`src/rtl/multicycle_ctrl.sv`:
```
// Multi-cycle control sequencer: fetches over an imem handshake, then steps
// DECODE/EXEC/MEM/WB, driving the execute-stage datapath controls.
module multicycle_ctrl #(
    parameter int unsigned TIMEOUT   = 15,
    parameter int unsigned TIMEOUT_W = 4
) (
    input  logic        clk,
    input  logic        reset,
    input  logic [31:0] instr,
    output logic        imem_req,
    input  logic        imem_ack,
    output logic        dmem_req,
    output logic        dmem_we,
    input  logic        dmem_ack,
    input  logic        zero,
    output logic        ir_load,
    output logic [1:0]  alu_op,
    output logic        alu_src,
    output logic        rf_we,
    output logic [1:0]  wb_sel,
    output logic        pc_en,
    output logic [1:0]  pc_sel,
    output logic [2:0]  state,
    output logic        halted,
    output logic [1:0]  err_code
);

    typedef enum logic [2:0] {
        S_FETCH  = 3'd0,
        S_DECODE = 3'd1,
        S_EXEC   = 3'd2,
        S_MEM    = 3'd3,
        S_WB     = 3'd4,
        S_HALT   = 3'd7
    } state_t;

    localparam logic [6:0] OP_R   = 7'b0110011;
    localparam logic [6:0] OP_I   = 7'b0010011;
    localparam logic [6:0] OP_LW  = 7'b0000011;
    localparam logic [6:0] OP_SW  = 7'b0100011;
    localparam logic [6:0] OP_BEQ = 7'b1100011;
    localparam logic [6:0] OP_JAL = 7'b1101111;

    localparam logic [1:0] ERR_NONE    = 2'b00;
    localparam logic [1:0] ERR_ILLEGAL = 2'b01;
    localparam logic [1:0] ERR_IMEM    = 2'b10;
    localparam logic [1:0] ERR_DMEM    = 2'b11;

    localparam logic [TIMEOUT_W-1:0] TO_CNT = TIMEOUT_W'(TIMEOUT);

    state_t               state_q, state_d;
    logic [TIMEOUT_W-1:0] cnt_q, cnt_d;
    logic [6:0]           opcode_q, opcode_d;
    logic [1:0]           err_q, err_d;

    logic                 instr_unused;
    logic                 timeout_hit;
    logic [TIMEOUT_W-1:0] cnt_inc;
    logic                 is_lw, is_sw, is_beq, is_jal, is_legal;
    logic [1:0]           alu_op_dec;
    logic                 alu_src_dec;
    logic                 imem_req_fsm;

    assign instr_unused = ^instr[31:7];

    // A zero TIMEOUT never matches here, so the wait is unbounded.
    assign timeout_hit = (TIMEOUT != 0) && (cnt_q == TO_CNT);
    assign cnt_inc     = (cnt_q == {TIMEOUT_W{1'b1}}) ? cnt_q : cnt_q + 1'b1;

    assign is_lw    = (opcode_q == OP_LW);
    assign is_sw    = (opcode_q == OP_SW);
    assign is_beq   = (opcode_q == OP_BEQ);
    assign is_jal   = (opcode_q == OP_JAL);
    assign is_legal = (opcode_q == OP_R) || (opcode_q == OP_I) || is_lw || is_sw
                      || is_beq || is_jal;

    always_comb begin
        alu_op_dec  = 2'b00;
        alu_src_dec = 1'b0;
        case (opcode_q)
            OP_R:         alu_op_dec = 2'b10;
            OP_I:         begin alu_op_dec = 2'b10; alu_src_dec = 1'b1; end
            OP_LW, OP_SW: alu_src_dec = 1'b1;
            OP_BEQ:       alu_op_dec = 2'b01;
            default:      ;
        endcase
    end

    always_comb begin
        state_d      = state_q;
        cnt_d        = '0;
        opcode_d     = opcode_q;
        err_d        = err_q;
        imem_req_fsm = 1'b0;
        dmem_req     = 1'b0;
        dmem_we      = 1'b0;
        alu_op       = 2'b00;
        alu_src      = 1'b0;
        rf_we        = 1'b0;
        wb_sel       = 2'b00;
        pc_en        = 1'b0;
        pc_sel       = 2'b00;

        // ALU controls stay valid past EXEC so address/result remain stable.
        if (state_q == S_EXEC || state_q == S_MEM || state_q == S_WB) begin
            alu_op  = alu_op_dec;
            alu_src = alu_src_dec;
        end

        case (state_q)
            S_FETCH: begin
                imem_req_fsm = 1'b1;
                if (imem_ack) begin
                    opcode_d = instr[6:0];
                    state_d  = S_DECODE;
                end else if (timeout_hit) begin
                    state_d = S_HALT;
                    err_d   = ERR_IMEM;
                end else begin
                    cnt_d = cnt_inc;
                end
            end
            S_DECODE: begin
                if (is_legal) begin
                    state_d = S_EXEC;
                end else begin
                    state_d = S_HALT;
                    err_d   = ERR_ILLEGAL;
                end
            end
            S_EXEC: begin
                if (is_beq) begin
                    pc_en   = 1'b1;
                    pc_sel  = zero ? 2'b01 : 2'b00;
                    state_d = S_FETCH;
                end else if (is_lw || is_sw) begin
                    state_d = S_MEM;
                end else begin
                    state_d = S_WB;
                end
            end
            S_MEM: begin
                dmem_req = 1'b1;
                dmem_we  = is_sw;
                if (dmem_ack) begin
                    if (is_sw) begin
                        pc_en   = 1'b1;
                        state_d = S_FETCH;
                    end else begin
                        state_d = S_WB;
                    end
                end else if (timeout_hit) begin
                    state_d = S_HALT;
                    err_d   = ERR_DMEM;
                end else begin
                    cnt_d = cnt_inc;
                end
            end
            S_WB: begin
                rf_we   = 1'b1;
                wb_sel  = is_lw ? 2'b01 : (is_jal ? 2'b10 : 2'b00);
                pc_en   = 1'b1;
                pc_sel  = is_jal ? 2'b10 : 2'b00;
                state_d = S_FETCH;
            end
            S_HALT: ;
            default: state_d = S_FETCH;
        endcase
    end

    // Request is held off while reset is asserted so it first rises after release.
    assign imem_req = imem_req_fsm & reset;
    assign ir_load  = imem_req & imem_ack;
    assign state    = state_q;
    assign halted   = (state_q == S_HALT);
    assign err_code = err_q;

    always_ff @(posedge clk or negedge reset) begin
        if (!reset) begin
            state_q  <= S_FETCH;
            cnt_q    <= '0;
            opcode_q <= '0;
            err_q    <= ERR_NONE;
        end else begin
            state_q  <= state_d;
            cnt_q    <= cnt_d;
            opcode_q <= opcode_d;
            err_q    <= err_d;
        end
    end

endmodule

```
`config.mk`:
```
export PLATFORM = sky130hd
export DESIGN_NAME = multicycle_ctrl
export DESIGN_NICKNAME = d
export VERILOG_FILES = /design/src/rtl/multicycle_ctrl.sv
export SDC_FILE = /design/constraint.sdc
export NUM_CORES = 1
export LEC_CHECK = 0
export BUFFER_PORTS_ARGS = -buffer_cell sky130_fd_sc_hd__buf_2
export CORE_MARGIN = 2
export CORE_UTILIZATION = 39
export CTS_CLUSTER_DIAMETER = 150
export DETAILED_ROUTE_END_ITERATION = 16
export PLACE_DENSITY = 0.73
export SLEW_MARGIN = 20
export SYNTH_ARGS = -nofsm -noshare
export SYNTH_HDL_FRONTEND = slang
export SYNTH_SLANG_ARGS = --single-unit
```
`constraint.sdc`:
```
create_clock -name clk -period 1.3 [get_ports clk]
set_input_delay 0.26 -clock clk [delete_from_list [all_inputs] [get_ports clk]]
set_output_delay 0.26 -clock clk [all_outputs]
set_load 0.05 [all_outputs]
```
=== Word level (Yosys, flattened, before mapping) ===
Cells that the tools add are included.
W data, S select, Z words.

* Mux-type cells: 36
* Bitwise logic cells: 2
* Equality and inequality tests: 17
* Reduce and logical (&&, ||, !) cells: 14
* Add/subtract/negate cells: 1

{| class="wikitable"
|+ Operators by type and width
! cell !! count
|-
| $mux W3 || 7
|-
| $mux W2 || 9
|-
| $pmux W3 S5 || 1
|-
| $eq A7 B6 Y1 const B || 2
|-
| $eq A7 B7 Y1 const B || 2
|-
| $mux W4 || 3
|-
| $mux W1 || 11
|-
| $ne A2 B2 Y1 const B || 5
|-
| $logic_or A1 B1 Y1 || 8
|-
| $pmux W2 S2 || 2
|-
| $pmux W4 S2 || 1
|-
| $eq A7 B2 Y1 const B || 1
|-
| $eq A7 B5 Y1 const B || 1
|-
| $eq A3 B2 Y1 const B || 2
|-
| $eq A3 B3 Y1 const B || 2
|-
| $pmux W2 S3 || 1
|-
| $reduce_and A6 Y1 || 1
|-
| $add A4 B1 Y4 const B || 1
|-
| $eq A4 B4 Y1 const B || 1
|-
| $eq A3 B1 Y1 const B || 1
|-
| $logic_not A3 Y1 || 1
|-
| $pmux W1 S3 || 1
|-
| $reduce_bool A3 Y1 || 1
|-
| $reduce_or A3 Y1 || 1
|-
| 3 further kinds || 4
|}

* Bits in registers: 16
* Logic and storage cells: 74
* Output and inout bits: 19

=== Logic depth before layout (Yosys ltp) ===
Gate-level depths: netlist of run 1.

* Depth after elaboration: 8
* Depth in mapped cells: 5

=== Worst setup path after synthesis of run 1 ===
OpenSTA, ideal clock, no wires.

* Kind: register -> output
* From: reg state_q[2] (netlist: state[2])
* To: out wb_sel[0]
* Required time: 1040 ps
* Path slack: -1780 ps
* Data arrival time: 2820 ps
* Cell stages (with the launch flop): 4
* Path buffers: 1
* Path through: dfrtp_1 > or3b_1 > clkbuf_1 > nor4b_1

* Longest elaborated chain between the ends: 2

{| class="wikitable"
|+ RTL lines
! element !! line !! text
|-
| start, declared || 51 || <nowiki>state_t state_q, state_d;</nowiki>
|-
| start signal, assigned || 185 || <nowiki>state_q <= state_d;</nowiki>
|-
| $eq A3 B3 Y1 || 110 || <nowiki>case (state_q)</nowiki>
|-
| $mux W2 || 110 ||
|-
| end, declared || 20 || <nowiki>output logic [1:0] wb_sel,</nowiki>
|}

Every way passes these cells.

=== Worst setup path in the final report of run 1 ===
* From: reg opcode_q[2]
* To: out pc_en

* Longest elaborated chain between the ends: 4

{| class="wikitable"
|+ RTL lines
! element !! line !! text
|-
| start, declared || 53 || <nowiki>logic [6:0] opcode_q, opcode_d;</nowiki>
|-
| start signal, assigned || 187 || <nowiki>opcode_q <= opcode_d;</nowiki>
|-
| $eq A7 B6 Y1 || 71 || <nowiki>assign is_sw = (opcode_q == OP_SW);</nowiki>
|-
| $mux W1 || 146 || <nowiki>if (is_sw) begin</nowiki>
|-
| $mux W1 || 145 || <nowiki>if (dmem_ack) begin</nowiki>
|-
| $pmux W1 S3 (*) || 110 ||
|-
| end, declared || 21 || <nowiki>output logic pc_en,</nowiki>
|}

Every way passes the cells marked *; elsewhere a longest branch is shown, timed or not.

==> results of run 1 <==
## metrics by stage
step	util [%]	TNS [ns]
3_3_place_gp	62.5	-6.87
2_1_floorplan	-	-7.64
4_1_cts	77.4	-9.96
6_report	81.4	-12.10
3_5_place_dp	62.5	-7.97
5_1_grt	81.4	-13.63
## kinds of logic (layout without fill, tap and decap cells)
logic type / Yosys count / after routing / synth area share [%]
AOI/OAI and AO/OA: 22 / 22 / 15.9
xor gates and xnor gates: 2 / 2 / 1.81
adders and majority gates: 1 / 1 / 1.29
buffers and inverters: 9 / 80 / 4.27
DFF: 16 / 16 / 41.4
muxes: 6 / 6 / 6.99
and+or+nand+nor: 47 / 47 / 28.3
## layer usage
metal / routed length, um / track usage, % / up-vias
li1: - / - / 517
met1: 1330 / 25.9 / 550
met2: 1940 / 44.1 / 34
met3: 122 / 2.50 / 6
met4: 53 / 5.13 / 0
met5: 0 / 0 / -
## layout make-up
| cell class | instances | area (um2) |
|---|---|---|
| clock buffer | 4 | 26.3 |
| fill | 132 | 448 |
| inverter | 4 | 17.5 |
| multi-input combinational | 78 | 798 |
| sequential | 16 | 405 |
| tap | 30 | 37.5 |
| timing repair buffer | 72 | 677 |
## synthesized netlist by cell type, types with 2 or more instances
| master | instances | area, um2 |
|---|---|---|
| nor2_1 | 6 | 22.5 |
| nor3_1 | 5 | 25.0 |
| inv_1 | 4 | 15.0 |
| mux2_1 | 2 | 22.5 |
| buf_2 | 3 | 15.0 |
| nand3_1 | 4 | 20.0 |
| a21o_1 | 2 | 15.0 |
| and2_1 | 4 | 25.0 |
| nand2b_1 | 3 | 18.8 |
| nor3b_1 | 2 | 15.0 |
| nor4b_1 | 2 | 17.5 |
| o21ai_0 | 5 | 25.0 |
| dfrtp_1 | 16 | 400 |
| mux2_2 | 4 | 45.0 |
| a31oi_1 | 2 | 12.5 |
| a21oi_1 | 5 | 25.0 |
| and3_1 | 4 | 25.0 |
| nand2_1 | 9 | 33.8 |
## tightest hold or removal path: cells and delay by family
| family | cells | cell delay (ns) |
|---|---|---|
| simple gates | 1 | 0.03 |
| compound gates | 1 | 0.05 |
| buf+inv | 1 | 0.08 |
## power groups by stage
stage	sequential, uW	combinational, uW	clock, uW
2_1_floorplan	515	9.81	0
3_5_place_dp	509	54.3	0
4_1_cts	500	58.2	266
3_3_place_gp	509	53.4	0
6_report	500	60.6	276
5_1_grt	500	65.9	301
## worst paths after layout
check                                              from                       to  slack, ns  cells after the start
worst min register to register       cnt_q[3]$_DFF_PN0_       cnt_q[3]$_DFF_PN0_       0.54                      1
min in group asynchronous                         reset  opcode_q[4]$_DFFE_PN0P_       0.51                      3
worst max-delay path            opcode_q[2]$_DFFE_PN0P_                    pc_en      -0.62                      5
worst max register to register     state[1]$_DFFE_PN0N_  err_code[1]$_DFFE_PN0P_      -0.44                      7
max in group asynchronous                         reset  opcode_q[2]$_DFFE_PN0P_       0.59                      3
worst min-delay path                           instr[6]  opcode_q[6]$_DFFE_PN0P_       0.19                      3
## sequential cells by signal, summed over array words and instances, names as in the netlist
signal,count
state,3
cnt_q,4
err_code,2
opcode_q,7
## what timing repair did
item | 4_1_cts | 5_1_grt
hold buffers | 1 | 0
pin swaps | 12 | 12
gates resized for setup | 77 | 22
setup endpoints to repair | 33 | 33
gates cloned | 0 | 0
endpoints found under the hold margin | 16 | 0
setup buffers | 7 | 8
==> flow_summary.toml, run 1 <==
[power_and_ir_drop]
pwr-share-clk_pct = 33.0
comb_power_share_pct = 7.2
p_sw_share_pct = 23.1
ir_worst_vdd_mv = 0.579
p_int_uw = 643
power_uw = 837
seq_power_share_pct = 59.7
powerDensity_nw_per_um2 = 427
p_sw_uw = 194
p_leak_uw = 0.000971

[route]
drc = 0
wl_per_cell_um = 16.9
initialDrtViolationCount = 17
vias = 1107
drtAntennaViolNets = 0
viasPerCell = 5.43
firstDrtPassIters = 4
wirelength_mm = 3.44

[logic_synthesis]
seq_area_frac_synth_pct = 41.4
synthArstFlopShare_pct = 100
synth_area_um2 = 967
ys.flop_type = "dfrtp_1"
synth_edf_count = 0
syn-num-nets = 141
synthCells = 103
ys_types = 39
synth-seq-cells = 16
yosys_warnings = 0
syn_area_per_cell_um2 = 9.39

[layout]
mostFrequentLayoutCells = "buf_4 (25), buf_6 (23), buf_2 (13)"
design_area_um2 = 1960
fin_cells = 204
layout-drive-gt1-share_pct = 71.8
nets = 213
area_growth_pct = 103
antenna_cells = 0
final_common_cell = "buf_4"

[floorplanning]
die-area_um2 = 2890
core_um2 = 2410
rows = 18
dieHeight_um = 53.8
start_util_pct = 40.1
io_pins = 56
chipWidth_um = 53.8

[timing]
worst_pin_slew_ns = 0.428
fin_skew_ns = 0.0161
max_clock_freq_mhz = 522
hold_slack_ns = 0.191
min_period_over_period_pct = 147
slew_viol_final = 0
post-route-worst-setup-slack_ns = -0.616
relSlewSlack_pct = 71.4
grt_setup_unrepaired = "true"
finalSetupViolCount = 31
fin_crit_ns = 1.92
hold_viol_final = 0

[global_route]
antenna_found_initial = 0
grt_max_degree = 17
track_usage_pct = 22.6
grt_pass1_vias = 1089
grt_pass1_wl_mm = 4.74
grt_overflow = 0

[worst_setup_path]
crit_buf_inv = 1
cp_max_fo = 4
crit_slowest_cell = "dfrtp_1"
cp-end-kind = "output port"
max_stage_delay_ns = 0.40
path_cells = "and4bb_4, nand3_2, o21a_1, o32ai_4, buf_6"
crit_family = "simple AND/OR/NAND/NOR gates"
cp.required_ns = 1.04
path_class = "register to output port"
start_kind = "register"
worstPathArrival_ns = 1.66

[clocking]
numCtsBuffers = 3
clk_path_buf_depth = 2
worstSkewPairLatency_ns = 0.29
clkSinkCount = 16
clockRootBuffer = "clkbuf_4"
cts_tree = "built"
cts-htree-levels = 1
clkTransAtPathRegs_ns = 0.08

[place]
place_congestion = 0.807
hpwl_mm = 2.06
placed_area_um2 = 1510
portBuffers = 30
placed_cells = 188
post-place-ws_ns = -0.434

[min_path]
hp-class = "input pin to register"

[run_status]
status = "finished with violations"
violations = "setup timing"

[job]
maxCapViolCount = 0
(Power assumes the default switching activity.)
==> run 2: changes to the inputs <==
--- a/config.mk
+++ b/config.mk
@@ -5,6 +5,7 @@
 export SDC_FILE = /design/constraint.sdc
 export NUM_CORES = 1
 export LEC_CHECK = 0
+export ABC_AREA = 1
 export BUFFER_PORTS_ARGS = -buffer_cell sky130_fd_sc_hd__buf_2
 export CORE_MARGIN = 2
 export CORE_UTILIZATION = 39
==> run 2 against run 1 <==
  * The flow still finishes with violations (setup timing)
  * Utilization grew 0.47 points
  * Cell count grew 19%
  * Largest cell class is now buffers
  * Hold slack lost 0.027 ns
  * Critical endpoint is now alu_op[0]
  * Sequential power grew 4.2%
==> flow_summary.toml, run 2 <==
[place]
place_congestion = 0.850
post-place-ws_ns = -0.291
hpwl_mm = 2.18
placed_area_um2 = 1570
portBuffers = 30

[min_path]
hp-class = "input pin to register"
hp-start = "instr[1]"
hold_depth = 3
hold_end = "opcode_q[1]$_DFFE_PN0P_"

[layout]
antenna_cells = 0
largest_register_ffs = 7
top_register = "opcode_q"
mostFrequentLayoutCells = "buf_4 (32), nand2_1 (30), buf_6 (23)"
area_growth_pct = 103
design_area_um2 = 1970
filler_cell_count = 139
final_common_cell = "buf_4"
nets = 252
layout-drive-gt1-share_pct = 63.8

[power_and_ir_drop]
power_uw = 928
p_sw_share_pct = 26.1
comb_power_share_pct = 13.4
ir_worst_vdd_mv = 0.618
p_int_uw = 686
p_leak_uw = 0.000988
powerDensity_nw_per_um2 = 470
seq_power_share_pct = 56.1
pwr-share-clk_pct = 30.5
p_sw_uw = 242

[logic_synthesis]
synth_edf_count = 0
yosysTopAreaCell = "dfrtp_1"
yosys_warnings = 0
synth-seq-cells = 16
syn_area_per_cell_um2 = 7.35
synthCells = 132
netlist.area_leader.share_pct = 41.3
synth_common_cells = "nand2_1 (37), nor2_1 (19), dfrtp_1 (16)"
synthArstFlopShare_pct = 100
syn-num-nets = 170
seq_area_frac_synth_pct = 41.3
yosysMostFrequentCell = "nand2_1"
ys_types = 27
synth_area_um2 = 970
synth_area_leaders = "dfrtp_1 (41%), nand2_1 (14%), nor2_1 (7.4%)"
ys.flop_type = "dfrtp_1"

[worst_setup_path]
path_class = "register to output port"
r2r_slack_ns = -0.26
r2r_end = "err_code[0]$_DFFE_PN0P_"
r2r.worst_path.cells = 11
crit_slowest_cell = "dfrtp_2"
start_kind = "register"
cp-end-kind = "output port"
max_stage_delay_ns = 0.45
cp.required_ns = 1.04
reg2reg_from = "state[1]$_DFFE_PN0N_"
crit_family = "simple AND/OR/NAND/NOR gates"
crit_buf_inv = 1
worstPathArrival_ns = 1.61
cp_max_fo = 3
path_cells = "nor2_1, nand3_2, nor4_4, buf_6"

[timing]
fin_skew_ns = 0.00566
hold_viol_final = 0
grt_setup_unrepaired = "true"
fin_crit_ns = 1.87
relSlewSlack_pct = 78.0
worst_pin_slew_ns = 0.328
max_clock_freq_mhz = 534
slew_viol_final = 0
hold_slack_ns = 0.164
post-route-worst-setup-slack_ns = -0.573
finalSetupViolCount = 31
min_period_over_period_pct = 144

[job]
maxCapViolCount = 0

[floorplanning]
chipWidth_um = 53.9
die-area_um2 = 2900
io_pins = 56
start_util_pct = 40.2
rows = 18
core_um2 = 2410
dieHeight_um = 53.9

[run_status]
status = "finished with violations"
violations = "setup timing"

[route]
vias = 1200
viasPerCell = 4.94
wirelength_mm = 3.64
initialDrtViolationCount = 20
firstDrtPassIters = 4
wl_per_cell_um = 15.0
drc = 0
drtAntennaViolNets = 0

[clocking]
numCtsBuffers = 3
cts-htree-levels = 1
clkTransAtPathRegs_ns = 0.09
clk_path_buf_depth = 2
worstSkewPairLatency_ns = 0.29
clockRootBuffer = "clkbuf_4"
cts_tree = "built"
clkSinkCount = 16

[global_route]
grt_overflow = 0
track_usage_pct = 24.4
antenna_found_initial = 0
grt_max_degree = 17
grt_pass1_vias = 1152
grt_pass1_wl_mm = 4.92
==> run 2: cell types whose count changed after synthesis, sizes merged, moves of 3 or more <==
| cell | previous run | this run |
|---|---|---|
| nand3 | 4 | 7 |
| mux2 | 6 | 0 |
| buf | 4 | 1 |
| and2 | 4 | 0 |
| nand2 | 9 | 44 |
| a21oi | 6 | 3 |
| and3 | 4 | 0 |
| nand2b | 3 | 0 |
| inv | 4 | 17 |
| nor2 | 6 | 23 |
==> run 2: how the worst max path moves through the flow <==
stage	from	end	cells after the start
floorplan	state[1]$_DFFE_PN0N_	alu_op[0]	5
CTS	state[1]$_DFFE_PN0N_	alu_op[1]	7
detailed placement	state[1]$_DFFE_PN0N_	alu_op[0]	6
global route	opcode_q[3]$_DFFE_PN0P_	wb_sel[0]	5
global placement	state[1]$_DFFE_PN0N_	alu_op[0]	6
finish	opcode_q[2]$_DFFE_PN0P_	alu_op[0]	4
==> run 2: cell type report <==
| cell class | instances | area, um2 | area share, % |
|---|---|---|---|
| Clock buffer | 4 | 26.3 | 1.33 |
| Inverter | 17 | 72.6 | 3.68 |
| Multi-Input combinational cell | 98 | 707 | 35.8 |
| Sequential cell | 16 | 410 | 20.8 |
| Tap cell | 30 | 37.5 | 1.90 |
| Timing Repair Buffer | 78 | 719 | 36.5 |
==> run 2: cells by family after synthesis <==
group	share of synthesized area (%)
and+or+nand+nor	40.5
buffers and inverters	7.35
adders and majority gates	1.29
DFF	41.3
xor gates and xnor gates	1.81
AOI/OAI and AO/OA	7.74
==> run 2: per-stage QoR <==
| stage | util (%) | setup TNS [ns] | cells |
|---|---|---|---|
| final | 81.9 | -8.24 | 243 |
| after global routing | 81.9 | -9.98 | 243 |
| after CTS | 75.9 | -6.96 | 238 |
| after detailed placement | 65.3 | -4.06 | 228 |
| after global placement | 65.3 | -3.36 | 228 |
| after floorplan | - | -7.05 | 132 |
==> run 2: tightest hold or removal path, cell delays in order <==
cell and delay (ns):
buf_2 0.07, nand2_1 0.04, nand2_1 0.05
==> run 2: repair_timing <==
action	4_1_cts	5_1_grt
setup buffers	6	6
hold buffers	1	0
endpoints found under the setup margin	33	33
resized for setup	56	32
endpoints found under the hold margin	16	0
pin swaps	5	8
==> run 2: per-layer routing <==
layer / track usage [%] / wire, um
met3: 3.33 / 104
met5: 0 / 0
met2: 46.7 / 2120
met4: 11.1 / 80
met1: 25.9 / 1340
==> run 2: power groups by stage <==
stage,sequential [uW],clock (uW),combinational (uW)
floorplan,529,0,34.7
global placement,529,0,93.7
detailed placement,530,0,97.1
CTS,519,288,111
global route,523,311,136
finish,521,283,124
==> run 3: changes to the inputs <==
--- a/config.mk
+++ b/config.mk
@@ -7,11 +7,13 @@
 export LEC_CHECK = 0
 export ABC_AREA = 1
 export BUFFER_PORTS_ARGS = -buffer_cell sky130_fd_sc_hd__buf_2
+export CORE_ASPECT_RATIO = 1.25
 export CORE_MARGIN = 2
-export CORE_UTILIZATION = 39
+export CORE_UTILIZATION = 43
 export CTS_CLUSTER_DIAMETER = 150
 export DETAILED_ROUTE_END_ITERATION = 16
-export PLACE_DENSITY = 0.73
+export HOLD_SLACK_MARGIN = 0.02
+export PLACE_DENSITY = 0.77
 export SLEW_MARGIN = 20
 export SYNTH_ARGS = -nofsm -noshare
 export SYNTH_HDL_FRONTEND = slang
==> constraint.sdc (replaced) <==
create_clock -name clk -period 1.9 [get_ports clk]
set_input_delay 0.38 -clock clk [delete_from_list [all_inputs] [get_ports clk]]
set_output_delay 0.38 -clock clk [all_outputs]
set_load 0.05 [all_outputs]
==> run 3 against run 2 <==
  * The run now ends clean
  * Utilization down 14 points
  * Critical endpoint is now pc_en
  * Clock power down 24%
  * Cell count down 14%
  * Hold slack worse by 0.11 ns
  * Combinational power down 58%
  * Flip-flop and latch count unchanged
  * Sequential power down 32%
  * First-iteration DRC count down 50%
  * Register-to-register slack better by 0.63 ns
  * Largest cell class is now multi-input gates
  * Global-route usage down 6.1 points
==> flow_summary.toml, run 3 (synthesized netlist as in run 2, its figures left out) <==
[layout]
top_register = "opcode_q"
design_area_um2 = 1470
area_growth_pct = 51.5
antenna_cells = 0
final_common_cell = "nand2_1"
layout-drive-gt1-share_pct = 48.0
nets = 218
fin_cells = 210
mostFrequentLayoutCells = "nand2_1 (34), buf_2 (20), buf_4 (14)"
largest_register_ffs = 7

[min_path]
hp-class = "input pin to asynchronous set/reset pin"

[timing]
hold_viol_final = 0
hold_slack_ns = 0.0580
fin_skew_ns = 0.00382
fin_tns_setup_ns = 0
grt_setup_unrepaired = "true"
max_clock_freq_mhz = 527
min_period_over_period_pct = 99.9
fin_crit_ns = 1.90
relSlewSlack_pct = 82.4
worst_pin_slew_ns = 0.264
slew_viol_final = 0
finalSetupViolCount = 0

[worst_setup_path]
crit_slowest_cell = "dfrtp_1"
worstPathArrival_ns = 1.52
cp-end-kind = "output port"
path_class = "register to output port"
reg2reg_from = "cnt_q[0]$_DFF_PN0_"
start_kind = "register"
cp-startpoint = "opcode_q[3]$_DFFE_PN0P_"
crit_buf_inv = 1
path_cells = "nor3_4, nand2_2, nor2_4, nand2_1, nand3_2, buf_8"
crit_family = "simple AND/OR/NAND/NOR gates"
max_stage_delay_ns = 0.45
cp_max_fo = 5
cp.required_ns = 1.52

[power_and_ir_drop]
ir_worst_vdd_mv = 0.358
power_uw = 623
p_leak_uw = 0.000737
powerDensity_nw_per_um2 = 424

[clocking]
worstSkewPairLatency_ns = 0.28
clk_path_buf_depth = 2
cts_hold_buf = 0
cts-htree-levels = 1
clockRootBuffer = "clkbuf_4"
numCtsBuffers = 3
cts_tree = "built"
clkSinkCount = 16
clkTransAtPathRegs_ns = 0.09

[floorplanning]
start_util_pct = 44.8
core_um2 = 2160
chipWidth_um = 46.5
dieHeight_um = 57.1
die-area_um2 = 2650
io_pins = 56
rows = 19

[global_route]
antenna_found_initial = 0
grt_max_degree = 17
grt_pass1_wl_mm = 3.63
grt_overflow = 0
track_usage_pct = 18.3
grt_pass1_vias = 903

[route]
wirelength_mm = 2.27
initialDrtViolationCount = 10
viasPerCell = 4.68
wl_per_cell_um = 10.8
drtAntennaViolNets = 0
drc = 0
firstDrtPassIters = 4
vias = 983

[place]
portBuffers = 30
place_congestion = 0.855
hpwl_mm = 1.76
placed_area_um2 = 1260
placed_cells = 195

[run_status]
status = "complete, no violations"

[job]
maxCapViolCount = 0
[run 3: cell types whose count changed in the layout (fill, tap and decap cells not counted), moves of 4 or more]
cell,change
o21ai_1,-5
o21ai_0,+5
nand2_4,-4
nor2_4,-7
buf_6,-16
nand2_1,+4
buf_4,-18
buf_8,-5
buf_2,+7
nor2_1,+9
[run 3: area by class of cell]
type                    count  area (um2)
inverters                  17        72.6
well taps                  31        38.8
multi-input cells          98         593
flip-flops and latches     16         407
clock buffers               4        36.3
repair buffers             44         322
fillers                   184         694
[run 3: worst paths after layout]
check,end,slack (ns),cells after the start
min in group clk,opcode_q[2]$_DFFE_PN0P_,0.30,3
setup reg to reg,state[0]$_DFFE_PN0N_,0.37,6
max in group asynchronous,state[1]$_DFFE_PN0N_,1.65,2
hold reg to reg,cnt_q[0]$_DFF_PN0_,0.48,1
setup / recovery,pc_en,0.001,6
hold / removal,cnt_q[0]$_DFF_PN0_,0.06,2
[run 3: report_power, final]
group          internal, uW  switching, uW
logic                  19.7           31.9
clock network           116           99.2
registers               349           7.58
total                   485            139
[run 3: timing repair]
| item | in CTS | in global routing |
|---|---|---|
| buffers inserted | 9 | 2 |
| gates resized for setup | 18 | 13 |
| endpoints found under the hold margin | 0 | 0 |
| endpoints found under the setup margin | 9 | 9 |
| pin swaps | 4 | 1 |
| cloned | 0 | 0 |
[run 3: metal layers]
layer | vias up | track usage (%) | wire length (um)
li1 | 512 | - | -
met1 | 444 | 22.6 | 937
met2 | 23 | 33.1 | 1230
met3 | 4 | 1.90 | 78
met4 | 0 | 3.67 | 21
met5 | - | 0 | 0
[run 3: metrics by stage]
step                util (%)  setup slack (ns)
global placement        58.1             0.122
CTS                     65.5           0.00203
finish                  67.9           0.00122
global route            67.9           -0.0961
floorplan                  -            -0.304
detailed placement      58.1             0.100
